### src/rtl/cache_write_interface.sv
`default_nettype none
// ============================================================================
// Module   : cache_write_interface
// Purpose  : Splits IWIDTH stream beats into CWIDTH cache-SRAM writes under a
//            two-entry header queue; pulses completion on each final word.
// Revision : 1.0
// ============================================================================
module cache_write_interface #(
  parameter int ADDR_BITS  = 10,
  parameter int LEN_BITS   = 8,
  parameter int IWIDTH     = 128,
  parameter int CWIDTH     = 32,
  parameter int BUF_LEN    = 4,
  parameter int ID_LEN     = 2,
  parameter int CL_WORDS_E = 4
) (
  input  logic                 clk,
  input  logic                 rst,
  output logic                 OUT_ready,
  input  logic                 IN_valid,
  input  logic [ID_LEN-1:0]    IN_id,
  input  logic [ADDR_BITS-1:0] IN_addr,
  input  logic [LEN_BITS-1:0]  IN_len,
  input  logic                 IN_dataValid,
  output logic                 OUT_dataReady,
  input  logic [IWIDTH-1:0]    IN_data,
  input  logic                 IN_CACHE_ready,
  output logic                 OUT_CACHE_ce,
  output logic                 OUT_CACHE_we,
  output logic [ADDR_BITS-1:0] OUT_CACHE_addr,
  output logic [CWIDTH-1:0]    OUT_CACHE_data,
  output logic                 OUT_cacheWriteValid,
  output logic [ID_LEN-1:0]    OUT_cacheWriteId
);

  localparam int C_WNUM  = IWIDTH / CWIDTH;
  localparam int C_SUB_W = (C_WNUM > 1) ? $clog2(C_WNUM) : 1;
  localparam int C_PTR_W = (BUF_LEN > 1) ? $clog2(BUF_LEN) : 1;
  localparam int C_CW_E  = $clog2(CWIDTH / 32);
  localparam logic [LEN_BITS-1:0] C_STEP     = LEN_BITS'(CWIDTH / 32);
  localparam logic [C_SUB_W-1:0]  C_SUB_LAST = C_SUB_W'(C_WNUM - 1);
  localparam logic [C_PTR_W:0]    C_FULL     = (C_PTR_W + 1)'(BUF_LEN);

  logic                 r_cur_valid, r_nxt_valid;
  logic [ID_LEN-1:0]    r_cur_id, r_nxt_id;
  logic [ADDR_BITS-1:0] r_cur_addr, r_nxt_addr;
  logic [LEN_BITS-1:0]  r_cur_len, r_nxt_len;

  logic [IWIDTH-1:0]    r_mem [BUF_LEN];
  logic [C_PTR_W-1:0]   r_wr_ptr, r_rd_ptr;
  logic [C_PTR_W:0]     r_count;
  logic [C_SUB_W-1:0]   r_sub_idx;
  logic [LEN_BITS-1:0]  r_progress;

  logic [C_WNUM-1:0][CWIDTH-1:0] w_head;
  logic w_issue, w_write_succ, w_last_word, w_pop, w_push, w_done, w_hdr_acc;

  assign w_head       = r_mem[r_rd_ptr];
  assign w_issue      = r_cur_valid && (r_count != '0);
  assign w_write_succ = w_issue && IN_CACHE_ready;
  assign w_last_word  = r_progress[LEN_BITS-1:C_CW_E] == r_cur_len[LEN_BITS-1:C_CW_E];
  assign w_done       = w_write_succ && w_last_word;
  // A partial final beat is released as soon as its last used word lands.
  assign w_pop        = w_write_succ && ((r_sub_idx == C_SUB_LAST) || w_last_word);

  assign OUT_ready     = !r_nxt_valid || w_done;
  assign OUT_dataReady = r_count != C_FULL;
  assign w_hdr_acc     = IN_valid && OUT_ready;
  assign w_push        = IN_dataValid && OUT_dataReady;

  assign OUT_CACHE_ce        = !w_issue;
  assign OUT_CACHE_we        = !w_issue;
  assign OUT_CACHE_data      = w_head[r_sub_idx];
  assign OUT_CACHE_addr      = {r_cur_addr[ADDR_BITS-1:CL_WORDS_E],
                                r_cur_addr[CL_WORDS_E-1:0] + r_progress[CL_WORDS_E-1:0]};
  assign OUT_cacheWriteValid = w_done;
  assign OUT_cacheWriteId    = r_cur_id;

  always_ff @(posedge clk or negedge rst) begin
    if (!rst) begin
      r_cur_valid <= 1'b0;
      r_cur_id    <= '0;
      r_cur_addr  <= '0;
      r_cur_len   <= '0;
      r_nxt_valid <= 1'b0;
      r_nxt_id    <= '0;
      r_nxt_addr  <= '0;
      r_nxt_len   <= '0;
    end else if (w_done) begin
      if (r_nxt_valid) begin
        r_cur_id    <= r_nxt_id;
        r_cur_addr  <= r_nxt_addr;
        r_cur_len   <= r_nxt_len;
        r_nxt_valid <= w_hdr_acc;
        if (w_hdr_acc) begin
          r_nxt_id   <= IN_id;
          r_nxt_addr <= IN_addr;
          r_nxt_len  <= IN_len;
        end
      end else begin
        r_cur_valid <= w_hdr_acc;
        if (w_hdr_acc) begin
          r_cur_id   <= IN_id;
          r_cur_addr <= IN_addr;
          r_cur_len  <= IN_len;
        end
      end
    end else if (w_hdr_acc) begin
      if (!r_cur_valid) begin
        r_cur_valid <= 1'b1;
        r_cur_id    <= IN_id;
        r_cur_addr  <= IN_addr;
        r_cur_len   <= IN_len;
      end else begin
        r_nxt_valid <= 1'b1;
        r_nxt_id    <= IN_id;
        r_nxt_addr  <= IN_addr;
        r_nxt_len   <= IN_len;
      end
    end
  end

  always_ff @(posedge clk or negedge rst) begin
    if (!rst) begin
      r_wr_ptr   <= '0;
      r_rd_ptr   <= '0;
      r_count    <= '0;
      r_sub_idx  <= '0;
      r_progress <= '0;
    end else begin
      if (w_push) r_wr_ptr <= r_wr_ptr + C_PTR_W'(1);
      if (w_pop)  r_rd_ptr <= r_rd_ptr + C_PTR_W'(1);
      r_count <= r_count + {{C_PTR_W{1'b0}}, w_push} - {{C_PTR_W{1'b0}}, w_pop};
      if (w_write_succ) begin
        r_sub_idx  <= w_pop  ? '0 : r_sub_idx + C_SUB_W'(1);
        r_progress <= w_done ? '0 : r_progress + C_STEP;
      end
    end
  end

  always_ff @(posedge clk) begin
    if (w_push) r_mem[r_wr_ptr] <= IN_data;
  end

endmodule
`default_nettype wire

### config.mk
export PLATFORM = sky130hd
export DESIGN_NAME = cache_write_interface
export DESIGN_NICKNAME = d
export VERILOG_FILES = /design/src/rtl/cache_write_interface.sv
export SDC_FILE = /design/constraint.sdc
export NUM_CORES = 1
export LEC_CHECK = 0
export ABC_CLOCK_PERIOD_IN_PS = 12100
export CORE_UTILIZATION = 50
export DETAILED_ROUTE_END_ITERATION = 7
export DONT_BUFFER_PORTS = 1
export PLACE_DENSITY = 0.62
export RECOVER_POWER = 100
export SLEW_MARGIN = 5
export SYNTH_ARGS = -nofsm -noshare
export SYNTH_HDL_FRONTEND = slang
export SYNTH_SLANG_ARGS = --single-unit
### constraint.sdc
create_clock -name clk -period 12.1 [get_ports clk]
set_clock_uncertainty 0.15 [all_clocks]
set_input_delay 2.42 -clock clk [delete_from_list [all_inputs] [get_ports clk]]
set_output_delay 2.42 -clock clk [all_outputs]
set_load 0.01 [all_outputs]
==> Word level (Yosys, flattened, before mapping) <==
Memories as Yosys holds them, arrays and structs flattened.
Cells that the tools add are included.
{ "word_totals": {"elab_cells": 86, "inputBits": 153, "memories": 1, "output_inout_bits": 49, "register_bits": 59, "mem_bits_rw": 512} }
{ "memory_table": {"columns": ["memory", "words", "width", "read_ports", "rd_ports_with_merged_regs", "write_ports", "line_no", "source"], "rows": [
  ["r_mem", 4, 128, 1, 0, 1, "49", "logic [IWIDTH-1:0] r_mem [BUF_LEN];"]
]} }
{ "op_classes": {"order_cmp": 1, "addsub": 7, "mux": 40, "n_reduce_logical": 18, "n_eq_ne": 6} }
{ "op_table": {"columns": ["cell", "n"], "rows": [
  ["2-to-1 mux 10 bit", 9],
  ["2-to-1 mux 8 bit", 10],
  ["binary-select mux 32 bit (select 2 bit)", 1],
  ["2-to-1 mux 32 bit", 1],
  ["2-to-1 mux 2 bit", 10],
  ["2-to-1 mux 1 bit", 9],
  ["adder 8 x 1 -> 8 bit (second input constant)", 1],
  ["equality test 8 bit", 1],
  ["adder 2 x 1 -> 2 bit (second input constant)", 3],
  ["logical AND 1 bit", 6],
  ["AND reduction 3 bit", 2],
  ["nonzero test 2 bit", 3],
  ["adder 4 bit", 1],
  ["inequality test 2 bit (second input constant)", 2],
  ["AND reduction 2 bit", 2],
  ["adder 3 x 1 -> 3 bit", 1],
  ["less-than comparator 2 x 3 -> 1 bit (second input constant)", 1],
  ["inequality test 3 bit (second input constant)", 1],
  ["nonzero test 3 bit", 1],
  ["subtractor 3 x 1 -> 3 bit", 1],
  ["equality test 2 bit (second input constant)", 1],
  ["zero test 1 bit", 2],
  ["logical OR 1 bit", 2],
  ["inequality test 2 x 1 -> 1 bit (second input constant)", 1]
]} }

==> Depth between registers and ports, before layout <==
{ "depth": {"word_depth": 9, "depth_mapped": 12, "ltp_nobuf": 11} }

==> Worst setup path before layout <==
No wires, ideal clock.
{ "synth_timing": {"path_kind": "input-to-reg", "from": "input IN_dataValid", "to": "memory r_mem[0][0] (enable)", "setup_time_ps": 503, "t_arrival_ps": 5417, "slack_ps": 6030, "required_ps": 11447, "cell_stages": 1, "n_path_buf": 0, "path_cell_list": "and3_1"} }
{ "synth_via": {"elab_chain_cells": 3} }
{ "synth_lines": {"columns": ["item", "line_no", "source"], "rows": [
  ["start: declaration", "24", "input logic IN_dataValid,"],
  ["logical AND 1 bit", "69", "assign w_push = IN_dataValid && OUT_dataReady;"],
  ["2-to-1 mux 1 bit", "142", "if (w_push) r_mem[r_wr_ptr] <= IN_data;"],
  ["2-to-1 mux 1 bit (not written as such)", "142", null],
  ["end: declaration", "49", null]
]} }
Every way passes these cells.

==> Worst setup path after layout <==
{ "layout_timing": {"from": "input IN_dataValid", "to": "memory r_mem[0][65] (enable)"} }
The elaborated chain is that of the path after synthesis.

==> results.toml <==
[outcome]
violations = "max-capacitance violations, max-slew violations"
status = "finished, violations left"

[yosys]
postSynthCellCount = 957
synthAdderAreaFrac_pct = 0.846
syn_area_um2 = 22200
yosysWarnings = 0
ys_ff_latch = 571
ys_async_sr_fraction_pct = 10.3
synth_xor_area_share_pct = 0.711
synth_edf_count = 512
synth-simple-area-share_pct = 0.999
syn_avg_cell_area_um2 = 23.2
synth-main-ff-cell = "edfxtp_1"
yosys.cell_types.count = 45
synth_top_family_by_area = "multiplexers"
ys_seq_area_share_pct = 76.0
syn-num-nets = 1123
synth-compound-area-share_pct = 2.31
synth_mux_area_share_pct = 17.7

[cts]
cts.sinks = 571
cts_resized = 0
cts_buffers = 57
postCtsSetupBuffers = 0
ctsHtreeMaxLevel = 2
clk_pin_slew_ns = 0.06
clock_latency_ns = 0.59
cts_max_path_buffers = 3
hold_buffers = 0
cts-root-buf = "clkbuf_16"
cts_tree = "built"

[power_and_ir_drop]
switching_share_pct = 27.7
power_frac_seq_pct = 47.0
switching_power_w = 0.00170
total_power_w = 0.00612
clockPowerShare_pct = 28.3
p_int_w = 0.00442
peakVddDrop_uv = 138
p_per_area_nw_per_um2 = 250
pwr-share-comb_pct = 24.6
p_leak_nw = 7.92

[routing]
drc = 0
viasPerCell = 5.87
wl_per_cell_um = 25.3
antenna_left = 0
drt-total-wl_um = 40700
dr_total_vias = 9430
first_pass_iters = 4
drt-initial-drc-count = 638

[finish]
antenna_cells = 0
nets = 1143
drive_gt1_share_pct = 25.2
synthToLayoutAreaGrowth_pct = 10.4

[placement]
dp_slack_ns = 5.89
post-dp-hpwl_um = 23300
io_buffer_count = 0
gp_congestion = 0.751

[die]
ios = 202
die-area_um2 = 45200
core_um2 = 43400
die_h_um = 213
fp-row-count = 76
initial_core_util_pct = 51.1
die_width_um = 213

[critical_path]
ff2ff_path_depth = 5
reg2reg_slack_ns = 4.42
worstSetupPathType = "in -> reg"
crit_path_start = "IN_dataValid"
reg2reg_to = "r_mem[0][65]"
cp_max_fo = 64
crit_end = "r_mem[0][65]"
cp.required_ns = 12.06
cp-end-kind = "flop"
arrival_ns = 8.74
r2r-start = "r_count[0]"
cp-start-kind = "input port"

[grt]
grt_antenna_before_repair = 0
grt_max_degree = 70
grt_use_total_pct = 18.8
grt_pass1_vias = 10500
grt_overflow = 0
grt_pass1_wl_um = 63000

[timing]
setup_slack_ns = 3.32
setup_viol = 0
worstMarginPinSlew_ns = 4.04
fin_crit_sh_pct = 72.6
slew_headroom_pct = -170
fmax_mhz = 114
hold_viol = 0
setup_tns_ns = 0
rsz0062_at_grt = "false"
slew_violations = 559
finalCriticalPeriod_ns = 8.78

[flow_run]
cap_violations = 12

[hold_path]
hp-class = "reg -> reg"
-- layout by cell type (no fill, tap or decap), types with 4 or more instances in the layout --
cell and instances:
o21ai_0 6, clkinv_1 13, o22a_1 40, nor2_1 5, a21oi_1 4, clkinv_2 12
edfxtp_1 512, inv_1 13, ha_1 11, xor2_1 9, clkbuf_1 19, mux4_2 160
xnor2_1 9, mux2_1 19, nand2_1 13, clkbuf_16 59, dfrtp_1 56, bufinv_16 6
buf_4 7, and3_1 5
-- sequential cells by signal, indices dropped and copies added, names as in the netlist, 3 cells and up --
signal / flops
r_cur_len: 8
r_nxt_addr: 10
r_cur_addr: 10
r_mem: 512
r_progress: 8
r_count: 3
r_nxt_len: 8
-- power by group through the flow --
stage               logic, W  registers [W]  clock network (W)
finish               0.00151        0.00288            0.00173
global route         0.00164        0.00293            0.00185
detailed placement   0.00157        0.00289                  0
floorplan            0.00131        0.00278                  0
CTS                  0.00158        0.00286            0.00178
global placement     0.00156        0.00288                  0
-- through the flow --
step	hold slack [ns]	util (%)	instance area, um2	cells
2_1_floorplan	0.311	-	22200	957
3_3_place_gp	0.342	52.6	22800	1503
4_1_cts	0.362	56.8	24600	1607
6_report	0.345	56.5	24500	1607
5_1_grt	0.354	56.5	24500	1607
3_5_place_dp	0.344	52.6	22800	1503
-- cell usage after synthesis, types with 5 or more instances --
| library cell | number | area share [%] |
|---|---|---|
| and3_1 | 5 | 0.14 |
| buf_1 | 8 | 0.14 |
| buf_2 | 10 | 0.23 |
| buf_4 | 9 | 0.30 |
| clkbuf_1 | 26 | 0.44 |
| dfrtp_1 | 59 | 6.7 |
| edfxtp_1 | 512 | 69 |
| ha_1 | 11 | 0.62 |
| inv_1 | 13 | 0.22 |
| mux2_4 | 20 | 1.4 |
| mux4_2 | 160 | 16 |
| nand2_1 | 13 | 0.22 |
| nor2_1 | 5 | 0.085 |
| o21ai_0 | 6 | 0.14 |
| o22a_1 | 40 | 1.6 |
| xnor2_1 | 9 | 0.36 |
| xor2_1 | 9 | 0.36 |
-- logic make-up (layout without fill, tap and decap cells) --
group,after synthesis,in the layout
AND/OR/NAND/NOR,41,41
flip-flops,571,571
multiplexers,181,181
XOR/XNOR,18,18
AO/OA/AOI/OAI,63,63
buffers and inverters,69,134
adder cells (fa/ha/maj),14,14
-- cell type report --
| class | count | area [um2] |
|---|---|---|
| Fill cell | 3227 | 18900 |
| Sequential cell | 571 | 16900 |
| Multi-Input combinational cell | 317 | 4910 |
| Clock buffer | 68 | 1510 |
| Tap cell | 585 | 732 |
| Clock inverter | 36 | 330 |
| Timing Repair Buffer | 17 | 90.1 |
| Inverter | 13 | 48.8 |
-- critical path: stages --
cell and delay (ns):
and3_1 0.54, clkbuf_1 2.86, clkbuf_1 2.71
-- worst min-delay path by stage --
| stage | start | endpoint | slack [ns] | depth (start not counted) |
|---|---|---|---|---|
| 6_report | r_nxt_len[2] | r_nxt_len[2] | 0.34 | 1 |
| 5_1_grt | r_nxt_len[2] | r_nxt_len[2] | 0.35 | 1 |
| 4_1_cts | r_nxt_len[2] | r_nxt_len[2] | 0.36 | 1 |
| 3_5_place_dp | r_nxt_len[5] | r_nxt_len[5] | 0.34 | 1 |
| 3_3_place_gp | r_nxt_addr[9] | r_nxt_addr[9] | 0.34 | 1 |
| 2_1_floorplan | r_cur_addr[9] | r_cur_addr[9] | 0.31 | 1 |
-- per-layer routing --
layer	GRT usage [%]	share of wire, %	vias up
met1	24.0	41	5091
met3	6.38	7.9	51
met5	0	0	-
met2	30.8	50	200
li1	-	-	4088
met4	5.56	1.9	0
(Power assumes the default switching activity.)
